<file path="src/rtl/mdu_seq_if.sv">
// Operand/result handshake between execute and the multiply/divide sequencer.
// master = execute side, slave = sequencer side.
interface mdu_seq_if #(parameter int XLEN = 64);
  logic            in_valid;
  logic            in_ready;
  logic [3:0]      op;
  logic [XLEN-1:0] a;
  logic [XLEN-1:0] b;
  logic            out_valid;
  logic            out_ready;
  logic [XLEN-1:0] result;
  logic            busy;

  modport master (
    output in_valid, op, a, b, out_ready,
    input  in_ready, out_valid, result, busy
  );

  modport slave (
    input  in_valid, op, a, b, out_ready,
    output in_ready, out_valid, result, busy
  );
endinterface

</file>
<file path="src/rtl/mdu_seq.sv">
// Iterative RV64M multiply/divide sequencer: radix-2 shift-add multiplier and
// restoring divider sharing one 128-bit accumulator, driven by an
// IDLE/CALC/FIX/DONE state machine. Operands are converted to magnitudes on
// acceptance and the sign is reapplied in FIX.
module mdu_seq #(
  parameter int XLEN = 64
) (
  input  logic   clk,
  input  logic   resetn,
  input  logic   flush,
  mdu_seq_if.slave bus
);

  typedef enum logic [1:0] {IDLE, CALC, FIX, DONE} state_t;
  typedef enum logic [1:0] {SEL_LO, SEL_HI, SEL_QUO, SEL_REM} sel_t;

  state_t            state_reg;
  logic [6:0]        cnt_reg;
  logic [2*XLEN-1:0] acc_reg;    // mul: {partial product, multiplier}; div: {remainder, dividend/quotient}
  logic [XLEN-1:0]   opnd_reg;   // multiplicand or divisor magnitude
  logic              is_mul_reg;
  logic              is_w_reg;
  logic              neg_reg;    // final result needs negation
  sel_t              sel_reg;
  logic              out_valid_reg;
  logic [XLEN-1:0]   result_reg;

  assign bus.in_ready  = (state_reg == IDLE) && !flush;
  assign bus.busy      = (state_reg != IDLE);
  assign bus.out_valid = out_valid_reg;
  assign bus.result    = result_reg;

  // Opcode decode; codes 13-15 fall through to plain MUL.
  logic dec_mul, dec_w, dec_sa, dec_sb;
  sel_t dec_sel;
  always_comb begin
    dec_mul = 1'b1;
    dec_w   = 1'b0;
    dec_sa  = 1'b0;
    dec_sb  = 1'b0;
    dec_sel = SEL_LO;
    case (bus.op)
      4'd1:  begin dec_sel = SEL_HI; dec_sa = 1'b1; dec_sb = 1'b1; end
      4'd2:  begin dec_sel = SEL_HI; dec_sa = 1'b1; end
      4'd3:  begin dec_sel = SEL_HI; end
      4'd4:  begin dec_w = 1'b1; end
      4'd5:  begin dec_mul = 1'b0; dec_sel = SEL_QUO; dec_sa = 1'b1; dec_sb = 1'b1; end
      4'd6:  begin dec_mul = 1'b0; dec_sel = SEL_QUO; end
      4'd7:  begin dec_mul = 1'b0; dec_sel = SEL_REM; dec_sa = 1'b1; dec_sb = 1'b1; end
      4'd8:  begin dec_mul = 1'b0; dec_sel = SEL_REM; end
      4'd9:  begin dec_mul = 1'b0; dec_w = 1'b1; dec_sel = SEL_QUO; dec_sa = 1'b1; dec_sb = 1'b1; end
      4'd10: begin dec_mul = 1'b0; dec_w = 1'b1; dec_sel = SEL_QUO; end
      4'd11: begin dec_mul = 1'b0; dec_w = 1'b1; dec_sel = SEL_REM; dec_sa = 1'b1; dec_sb = 1'b1; end
      4'd12: begin dec_mul = 1'b0; dec_w = 1'b1; dec_sel = SEL_REM; end
      default: ;
    endcase
  end

  // Operand preparation: W truncation/extension, magnitudes, divide special cases.
  logic [XLEN-1:0] ext_a, ext_b, mag_a, mag_b, sext_a32, sp_quo, sp_rem, sp_result;
  logic            neg_a, neg_b, div_zero, div_ovf;
  always_comb begin
    sext_a32 = {{32{bus.a[31]}}, bus.a[31:0]};
    if (dec_w) begin
      ext_a = dec_sa ? sext_a32 : {32'b0, bus.a[31:0]};
      ext_b = dec_sb ? {{32{bus.b[31]}}, bus.b[31:0]} : {32'b0, bus.b[31:0]};
    end else begin
      ext_a = bus.a;
      ext_b = bus.b;
    end
    neg_a = dec_sa && ext_a[XLEN-1];
    neg_b = dec_sb && ext_b[XLEN-1];
    mag_a = neg_a ? -ext_a : ext_a;
    mag_b = neg_b ? -ext_b : ext_b;
    div_zero = !dec_mul && (ext_b == '0);
    div_ovf  = !dec_mul && dec_sa &&
               (dec_w ? ((bus.a[31:0] == 32'h8000_0000) && (bus.b[31:0] == 32'hFFFF_FFFF))
                      : ((bus.a == {1'b1, {(XLEN-1){1'b0}}}) && (bus.b == '1)));
    // ext_a already carries the W sign extension for the signed overflow case.
    sp_quo    = div_zero ? '1 : ext_a;
    sp_rem    = div_zero ? (dec_w ? sext_a32 : bus.a) : '0;
    sp_result = (dec_sel == SEL_QUO) ? sp_quo : sp_rem;
  end

  // One iteration of shift-add multiply or restoring divide.
  logic [XLEN:0]     mul_sum, div_shift, div_diff;
  logic [2*XLEN-1:0] acc_step;
  always_comb begin
    mul_sum   = {1'b0, acc_reg[2*XLEN-1:XLEN]} + {1'b0, (acc_reg[0] ? opnd_reg : '0)};
    div_shift = {acc_reg[2*XLEN-1:XLEN], acc_reg[XLEN-1]};
    div_diff  = div_shift - {1'b0, opnd_reg};
    if (is_mul_reg)
      acc_step = {mul_sum, acc_reg[XLEN-1:1]};
    else if (!div_diff[XLEN])
      acc_step = {div_diff[XLEN-1:0], acc_reg[XLEN-2:0], 1'b1};
    else
      acc_step = {div_shift[XLEN-1:0], acc_reg[XLEN-2:0], 1'b0};
  end

  // Sign correction and field selection; W products sit 32 bits higher in acc.
  logic [2*XLEN-1:0] prod, prod_s;
  logic [XLEN-1:0]   quo_s, rem_s, field, fix_result;
  always_comb begin
    prod   = is_w_reg ? {32'b0, acc_reg[2*XLEN-1:32]} : acc_reg;
    prod_s = neg_reg ? -prod : prod;
    quo_s  = neg_reg ? -acc_reg[XLEN-1:0] : acc_reg[XLEN-1:0];
    rem_s  = neg_reg ? -acc_reg[2*XLEN-1:XLEN] : acc_reg[2*XLEN-1:XLEN];
    case (sel_reg)
      SEL_HI:  field = prod_s[2*XLEN-1:XLEN];
      SEL_QUO: field = quo_s;
      SEL_REM: field = rem_s;
      default: field = prod_s[XLEN-1:0];
    endcase
    fix_result = is_w_reg ? {{32{field[31]}}, field[31:0]} : field;
  end

  // Sequencer FSM with registered result and out_valid.
  always_ff @(posedge clk or negedge resetn) begin
    if (!resetn) begin
      state_reg     <= IDLE;
      cnt_reg       <= '0;
      acc_reg       <= '0;
      opnd_reg      <= '0;
      is_mul_reg    <= 1'b0;
      is_w_reg      <= 1'b0;
      neg_reg       <= 1'b0;
      sel_reg       <= SEL_LO;
      out_valid_reg <= 1'b0;
      result_reg    <= '0;
    end else if (flush) begin
      state_reg     <= IDLE;
      out_valid_reg <= 1'b0;
      cnt_reg       <= '0;
    end else begin
      case (state_reg)
        IDLE: begin
          if (bus.in_valid) begin
            is_mul_reg <= dec_mul;
            is_w_reg   <= dec_w;
            sel_reg    <= dec_sel;
            neg_reg    <= (dec_sel == SEL_REM) ? neg_a : (neg_a ^ neg_b);
            opnd_reg   <= dec_mul ? mag_a : mag_b;
            // W dividends are pre-shifted so the MSB-first loop starts at bit 31.
            acc_reg    <= dec_mul ? {{XLEN{1'b0}}, mag_b}
                                  : {{XLEN{1'b0}}, (dec_w ? {mag_a[31:0], 32'b0} : mag_a)};
            if (div_zero || div_ovf) begin
              result_reg    <= sp_result;
              out_valid_reg <= 1'b1;
              state_reg     <= DONE;
            end else begin
              cnt_reg   <= dec_w ? 7'd32 : 7'd64;
              state_reg <= CALC;
            end
          end
        end
        CALC: begin
          acc_reg <= acc_step;
          cnt_reg <= cnt_reg - 7'd1;
          if (cnt_reg == 7'd1)
            state_reg <= FIX;
        end
        FIX: begin
          result_reg    <= fix_result;
          out_valid_reg <= 1'b1;
          state_reg     <= DONE;
        end
        DONE: begin
          if (bus.out_ready) begin
            out_valid_reg <= 1'b0;
            state_reg     <= IDLE;
          end
        end
        default: state_reg <= IDLE;
      endcase
    end
  end

endmodule

</file>
<file path="src/flat_wrapper.sv">
// flat-port wrapper written by rule: the top's interface ports become plain ports
module mdu_seq_flat 
#(
  parameter int XLEN = 64
)
  (clk, resetn, flush, bus_in_valid, bus_op, bus_a, bus_b, bus_out_ready, bus_in_ready, bus_out_valid, bus_result, bus_busy);
  mdu_seq_if #(.XLEN(XLEN)) bus_i ();
  input  logic clk;
  input  logic resetn;
  input  logic flush;
  input wire logic [$bits(bus_i.in_valid)-1:0] bus_in_valid;
  input wire logic [$bits(bus_i.op)-1:0] bus_op;
  input wire logic [$bits(bus_i.a)-1:0] bus_a;
  input wire logic [$bits(bus_i.b)-1:0] bus_b;
  input wire logic [$bits(bus_i.out_ready)-1:0] bus_out_ready;
  output wire logic [$bits(bus_i.in_ready)-1:0] bus_in_ready;
  output wire logic [$bits(bus_i.out_valid)-1:0] bus_out_valid;
  output wire logic [$bits(bus_i.result)-1:0] bus_result;
  output wire logic [$bits(bus_i.busy)-1:0] bus_busy;
  assign bus_i.in_valid = bus_in_valid;
  assign bus_i.op = bus_op;
  assign bus_i.a = bus_a;
  assign bus_i.b = bus_b;
  assign bus_i.out_ready = bus_out_ready;
  assign bus_in_ready = bus_i.in_ready;
  assign bus_out_valid = bus_i.out_valid;
  assign bus_result = bus_i.result;
  assign bus_busy = bus_i.busy;
  mdu_seq #(.XLEN(XLEN)) u_core (.clk(clk), .resetn(resetn), .flush(flush), .bus(bus_i));
endmodule
</file>
<file path="config.mk">
export PLATFORM = sky130hd
export DESIGN_NAME = mdu_seq_flat
export DESIGN_NICKNAME = d
export VERILOG_FILES = /design/src/rtl/mdu_seq_if.sv /design/src/rtl/mdu_seq.sv /design/src/flat_wrapper.sv
export SDC_FILE = /design/constraint.sdc
export NUM_CORES = 2
export LEC_CHECK = 0
export CAP_MARGIN = 20
export CELL_PAD_IN_SITES_DETAIL_PLACEMENT = 0
export CELL_PAD_IN_SITES_GLOBAL_PLACEMENT = 1
export CORE_MARGIN = 4
export CORE_UTILIZATION = 40
export CTS_CLUSTER_SIZE = 20
export DETAILED_ROUTE_END_ITERATION = 6
export PLACE_DENSITY = 0.83
export SYNTH_ARGS = -nofsm -noshare
export SYNTH_HDL_FRONTEND = slang
export SYNTH_SLANG_ARGS = --single-unit
</file>
<file path="constraint.sdc">
create_clock -name clk -period 10.2 [get_ports clk]
set_input_delay 1.53 -clock clk [delete_from_list [all_inputs] [get_ports clk]]
set_output_delay 1.53 -clock clk [all_outputs]
set_load 0.01 [all_outputs]
</file>
### After elaboration in Yosys (flattened, before gate mapping)

Index checks and enable logic that the tools add are counted.

| word-level totals | value |
|---|---|
| register bits after elaboration | 271 |
| input bits | 137 |
| output and inout port bits | 67 |
| logic and storage cells | 132 |

| operators by class | value |
|---|---|
| add/subtract/negate cells | 8 |
| eq/ne operators | 32 |
| mux-type cells | 50 |
| bitwise operators | 2 |
| reductions and logical operators | 30 |

Operators by type and width:

| cell | number |
|---|---|
| $mux W64 | 19 |
| $mux W128 | 5 |
| $neg A64 Y64 | 4 |
| $pmux W128 S2 | 1 |
| $pmux W64 S3 | 1 |
| $eq A64 B64 Y1 const B | 2 |
| $neg A128 Y128 | 1 |
| $pmux W64 S2 | 1 |
| $add A64 B64 Y65 | 1 |
| $sub A65 B64 Y65 | 1 |
| $eq A32 B32 Y1 const B | 2 |
| $logic_not A64 Y1 | 1 |
| $mux W7 | 4 |
| $eq A4 B4 Y1 const B | 5 |
| $eq A4 B3 Y1 const B | 4 |
| $pmux W7 S2 | 1 |
| $eq A2 B2 Y1 const B | 6 |
| $ne A3 B3 Y1 const B | 4 |
| $reduce_and A3 Y1 | 4 |
| $mux W1 | 10 |
| $mux W2 | 5 |
| $reduce_or A5 Y1 | 2 |
| $eq A4 B2 Y1 const B | 2 |
| $logic_and A1 B1 Y1 | 8 |
| other kinds (22) | 28 |

### Longest topological paths before layout

| depth | value |
|---|---|
| depth after elaboration | 12 |
| gate-level depth with buffers | 22 |
| depth with buffers taken out | 15 |

### Worst setup path after synthesis

Ideal clock, no wire load.

| timing path | value |
|---|---|
| kind | reg-to-reg |
| from | register u_core.is_w_reg |
| to | register u_core.result_reg[54] (netlist: u_core.bus.result[54]) |
| library setup time | 0.066 ns |
| arrival | 5.274 ns |
| required time | 10.134 ns |
| slack | 4.861 ns |
| cell stages (with the launch flop) | 23 |
| path buffers | 10 |
| clock period less this slack | 5.339 ns |
| cells stage by stage | dfrtp_1 -> buf_2 -> buf_2 -> buf_2 -> buf_2 -> buf_2 -> buf_2 -> buf_2 -> buf_2 -> buf_2 -> buf_2 -> mux2i_1 -> ha_1 -> o21a_1 -> and4_1 -> and4_1 -> nand4_1 -> or4_1 -> o21ai_0 -> xor2_1 -> mux4_2 -> o21ai_0 -> o211a_1 |

| on the way | value |
|---|---|
| word-level cells in the longest chain between the ends | 6 |

Ends and longest elaborated chain:

| what | line | source |
|---|---|---|
| start: declaration | mdu_seq.sv:22 | `logic is_w_reg;` |
| start signal: assignment | mdu_seq.sv:139 | `is_w_reg <= dec_w;` |
| $mux W128 | mdu_seq.sv:104 | `prod = is_w_reg ? {32'b0, acc_reg[2*XLEN-1:32]} : acc_reg;` |
| $neg A128 Y128 | mdu_seq.sv:105 | `prod_s = neg_reg ? -prod : prod;` |
| $mux W128 | mdu_seq.sv:105 |  |
| $pmux W64 S3 | mdu_seq.sv:108 | `case (sel_reg)` |
| $mux W64 * | mdu_seq.sv:114 | `fix_result = is_w_reg ? {{32{field[31]}}, field[31:0]} : field;` |
| $pmux W64 S2 * | mdu_seq.sv:135 | `case (state_reg)` |
| end signal: assignment | mdu_seq.sv:147 | `result_reg <= sp_result;` |
| end signal: assignment | mdu_seq.sv:163 | `result_reg <= fix_result;` |
| end: declaration | mdu_seq.sv:26 | `logic [XLEN-1:0] result_reg;` |

Mark *: on every way between the ends. The rest lies on a longest branch, timed or not.
A chain may end at the register's enable or synchronous reset.

### Worst setup path after layout

| timing path | value |
|---|---|
| from | register u_core.is_w_reg |
| to | register u_core.result_reg[56] (netlist: u_core.bus.result[56]) |

The elaborated chain is that of the path after synthesis.

==> results.yml <==
clocking:
  cts_resized: 0
  clock-sinks: 271
  cts_buffer_depth: 3
  htreeDepth: 2
  worstSkewPairLatency_ps: 600
  clk_pin_slew_ps: 60
  cts_buffers: 37
  cts-root-buf: "clkbuf_16"
  cts-hold-fix-buffers: 0
  cts_tree: "yes"
  post-cts-setup-buffers: 0
global_route:
  grt_pass1_wl_um: 296000
  grt_pass1_vias: 39400
  grt-ovfl-total: 0
  grt_util_all_layers: 0.423
  antenna_found_initial: 19
  grt_start_max_net_pins: 159
timing:
  tightest_slew_ps: 1290
  rsz0062_at_grt: "false"
  max_slew_margin: 0.114
  slew_viol_final: 0
  final_hold_viol_count: 0
  post-route-period-util: 0.638
  fmax_mhz: 154
  clock_skew_ps: 52.4
  setup_violations: 0
  tns_ps: 0
  period_needed_ps: 6510
  fin_hold_ws_ps: 480
finish:
  drive_above_1_share: 0.0775
  nets: 5376
  area_delta_synth_final_pct: 12.0
  layout_commonest_cell: "nand2_1"
  final_cell_mix: "556 x nand2_1, 488 x nor2_1, 472 x o21ai_0, 472 x a21oi_1, 266 x dfrtp_1"
  largest_reg_flops: 128
placement:
  io_buffer_count: 203
  gp_congestion: 1.07
  dp_hpwl_um: 164000
floorplanning:
  die_height_um: 310
  die_x_um: 310
  ios: 204
  dieArea_um2: 96100
  core_um2: 90300
  row_count: 110
  start_util: 0.404
detailed_routing:
  route.detailed.drc: 0
  wl_per_cell_um: 33.5
  ant_nets: 0
  via_count: 43600
  viasPerCell: 6.90
  drt_pre_antenna_iters: 7
  drt_iter0_markers: 7239
  wl_um: 212000
power_and_ir_drop:
  p_seq_frac: 0.156
  netSwitchingFraction: 0.605
  p_leak_nw: 16.5
  combPwrFrac: 0.752
  switchingPower_mw: 9.58
  p_per_area_nw_per_um2: 387
  peakVddDrop_uv: 165
  p_int_mw: 6.24
  pwr-share-clk: 0.092
min_path:
  min_path_type: "register to register"
synth:
  syn_inst: 5161
  synth_area_um2: 36500
  ys_types: 96
  synth_flop_cell: "dfrtp_1"
  avgSynthCellArea_um2: 7.07
  ys_ff_latch: 271
  synth-xor-area-share: 0.0956
  synth-edff-count: 0
  synthSimpleGateAreaFrac: 0.238
  yosys_warnings: 0
  synth_compound_area_frac: 0.296
  synthArstFlopShare: 1.00
  synth_mux_area_frac: 0.0739
  synth_top_family_by_area: "compound AO/OA/AOI/OAI gates"
  ys_seq_area_frac: 0.186
  syn_nets: 5440
  synth-adder-area-share: 0.0491
setup_path:
  critPathLaunchType: "register"
  critical_path_class: "register to register"
  critPathMaxFanout: 158
  required_ps: 10580
  end_kind: "register"
  critPathArrivalTime_ps: 6890
status:
  outcome: "completed"
job:
  maxCapViolations: 0
## power groups by stage
stage                     Clock [mW]  Sequential (mW)  Combinational, mW
after global routing            1.50             2.45               12.3
after floorplan                    0             1.78               7.37
after global placement             0             2.41               11.2
after CTS                       1.46             2.40               11.2
final                           1.45             2.47               11.9
after detailed placement           0             2.42               11.2
## kinds of logic after synthesis
family                   count (synthesis)
flip-flops                             271
buffers and inverters                  589
AO/OA/AOI/OAI                         1707
AND/OR/NAND/NOR                       1805
adder cells (fa/ha/maj)                142
XOR/XNOR                               398
multiplexers                           249
## path summary, 6_finish.rpt
path,from,endpoint,slack (ps),cells after the start
worst max-delay path,u_core.is_w_reg,u_core.bus.result[56],3690,12
worst min-delay path,u_core.opnd_reg[39],u_core.opnd_reg[39],480,2
worst max register to register,u_core.is_w_reg,u_core.bus.result[56],3690,12
worst min register to register,u_core.opnd_reg[39],u_core.opnd_reg[39],480,2
max in group asynchronous,resetn,u_core.acc_reg[10],6870,3
min in group asynchronous,resetn,u_core.bus.result[37],940,1
## metal layers
layer	track usage	part of all wire	routed length [µm]	vias up
li1	-	-	-	18800
met1	0.550	0.39	81700	20800
met2	0.600	0.40	84500	3241
met3	0.148	0.14	28600	732
met4	0.261	0.079	16800	8
met5	0	0.00030	64	-
## worst max-delay path: stages, from the launching register on
cell and delay (ps):
dfrtp_4 700, buf_12 530, mux2i_1 780, o21ai_0 390, or3_1 470, nor3_1 400, nand3_1 620, nor2_1 480
nand3_1 160, o21ai_0 280, xnor2_1 150, o221ai_1 1030, a221oi_2 90
## Yosys cell counts, drive strengths merged (15+ instances only)
library cell	count	area [µm²]
nor2	493	1850
nand4	67	440
mux2i	178	1780
inv	132	495
nor3b	27	208
and3	26	163
o22ai	33	206
a221oi	24	235
or3	63	394
xnor2	191	1670
buf	68	299
nand2	557	2090
a221o	19	190
or2	32	200
dfrtp	271	6780
nand4b	15	131
o31ai	75	577
xor2	207	1810
nor4	82	543
a41oi	15	131
nor2b	19	119
a21o	101	758
o21a	32	240
or3b	16	140
and2	32	200
a22oi	15	113
o221ai	64	561
clkbuf	388	1460
a31oi	57	357
o21bai	18	135
ha	140	1750
o21ai	478	2390
nand2b	34	220
o211ai	69	518
nand3	86	430
or4	42	315
a211oi	66	500
nor3	175	876
a21oi	475	2380
mux2	61	687
o41ai	42	375
## per-stage QoR
stage                     std cells  cell area [µm²]  worst slack, ps  utilization  power, mW
after floorplan                5161            36500             4860            -       9.15
after global placement         6222            39400             3520        0.436       13.6
after detailed placement       6230            39500             3540        0.437       13.6
after CTS                      6297            40800             4120        0.452       15.1
after global routing           6302            40800             3720        0.452       16.3
final                          6312            40900             3690        0.452       15.8
## final cells by class
class,count,area [µm²]
Multi-Input combinational cell,4301,27500
Fill cell,9418,49400
Timing Repair Buffer,353,3190
Antenna cell,11,27.5
Inverter,133,499
Sequential cell,271,6800
Tap cell,1176,1470
Clock buffer,45,1030
Clock inverter,22,297
Note: power is estimated with default switching activity, not from simulation.
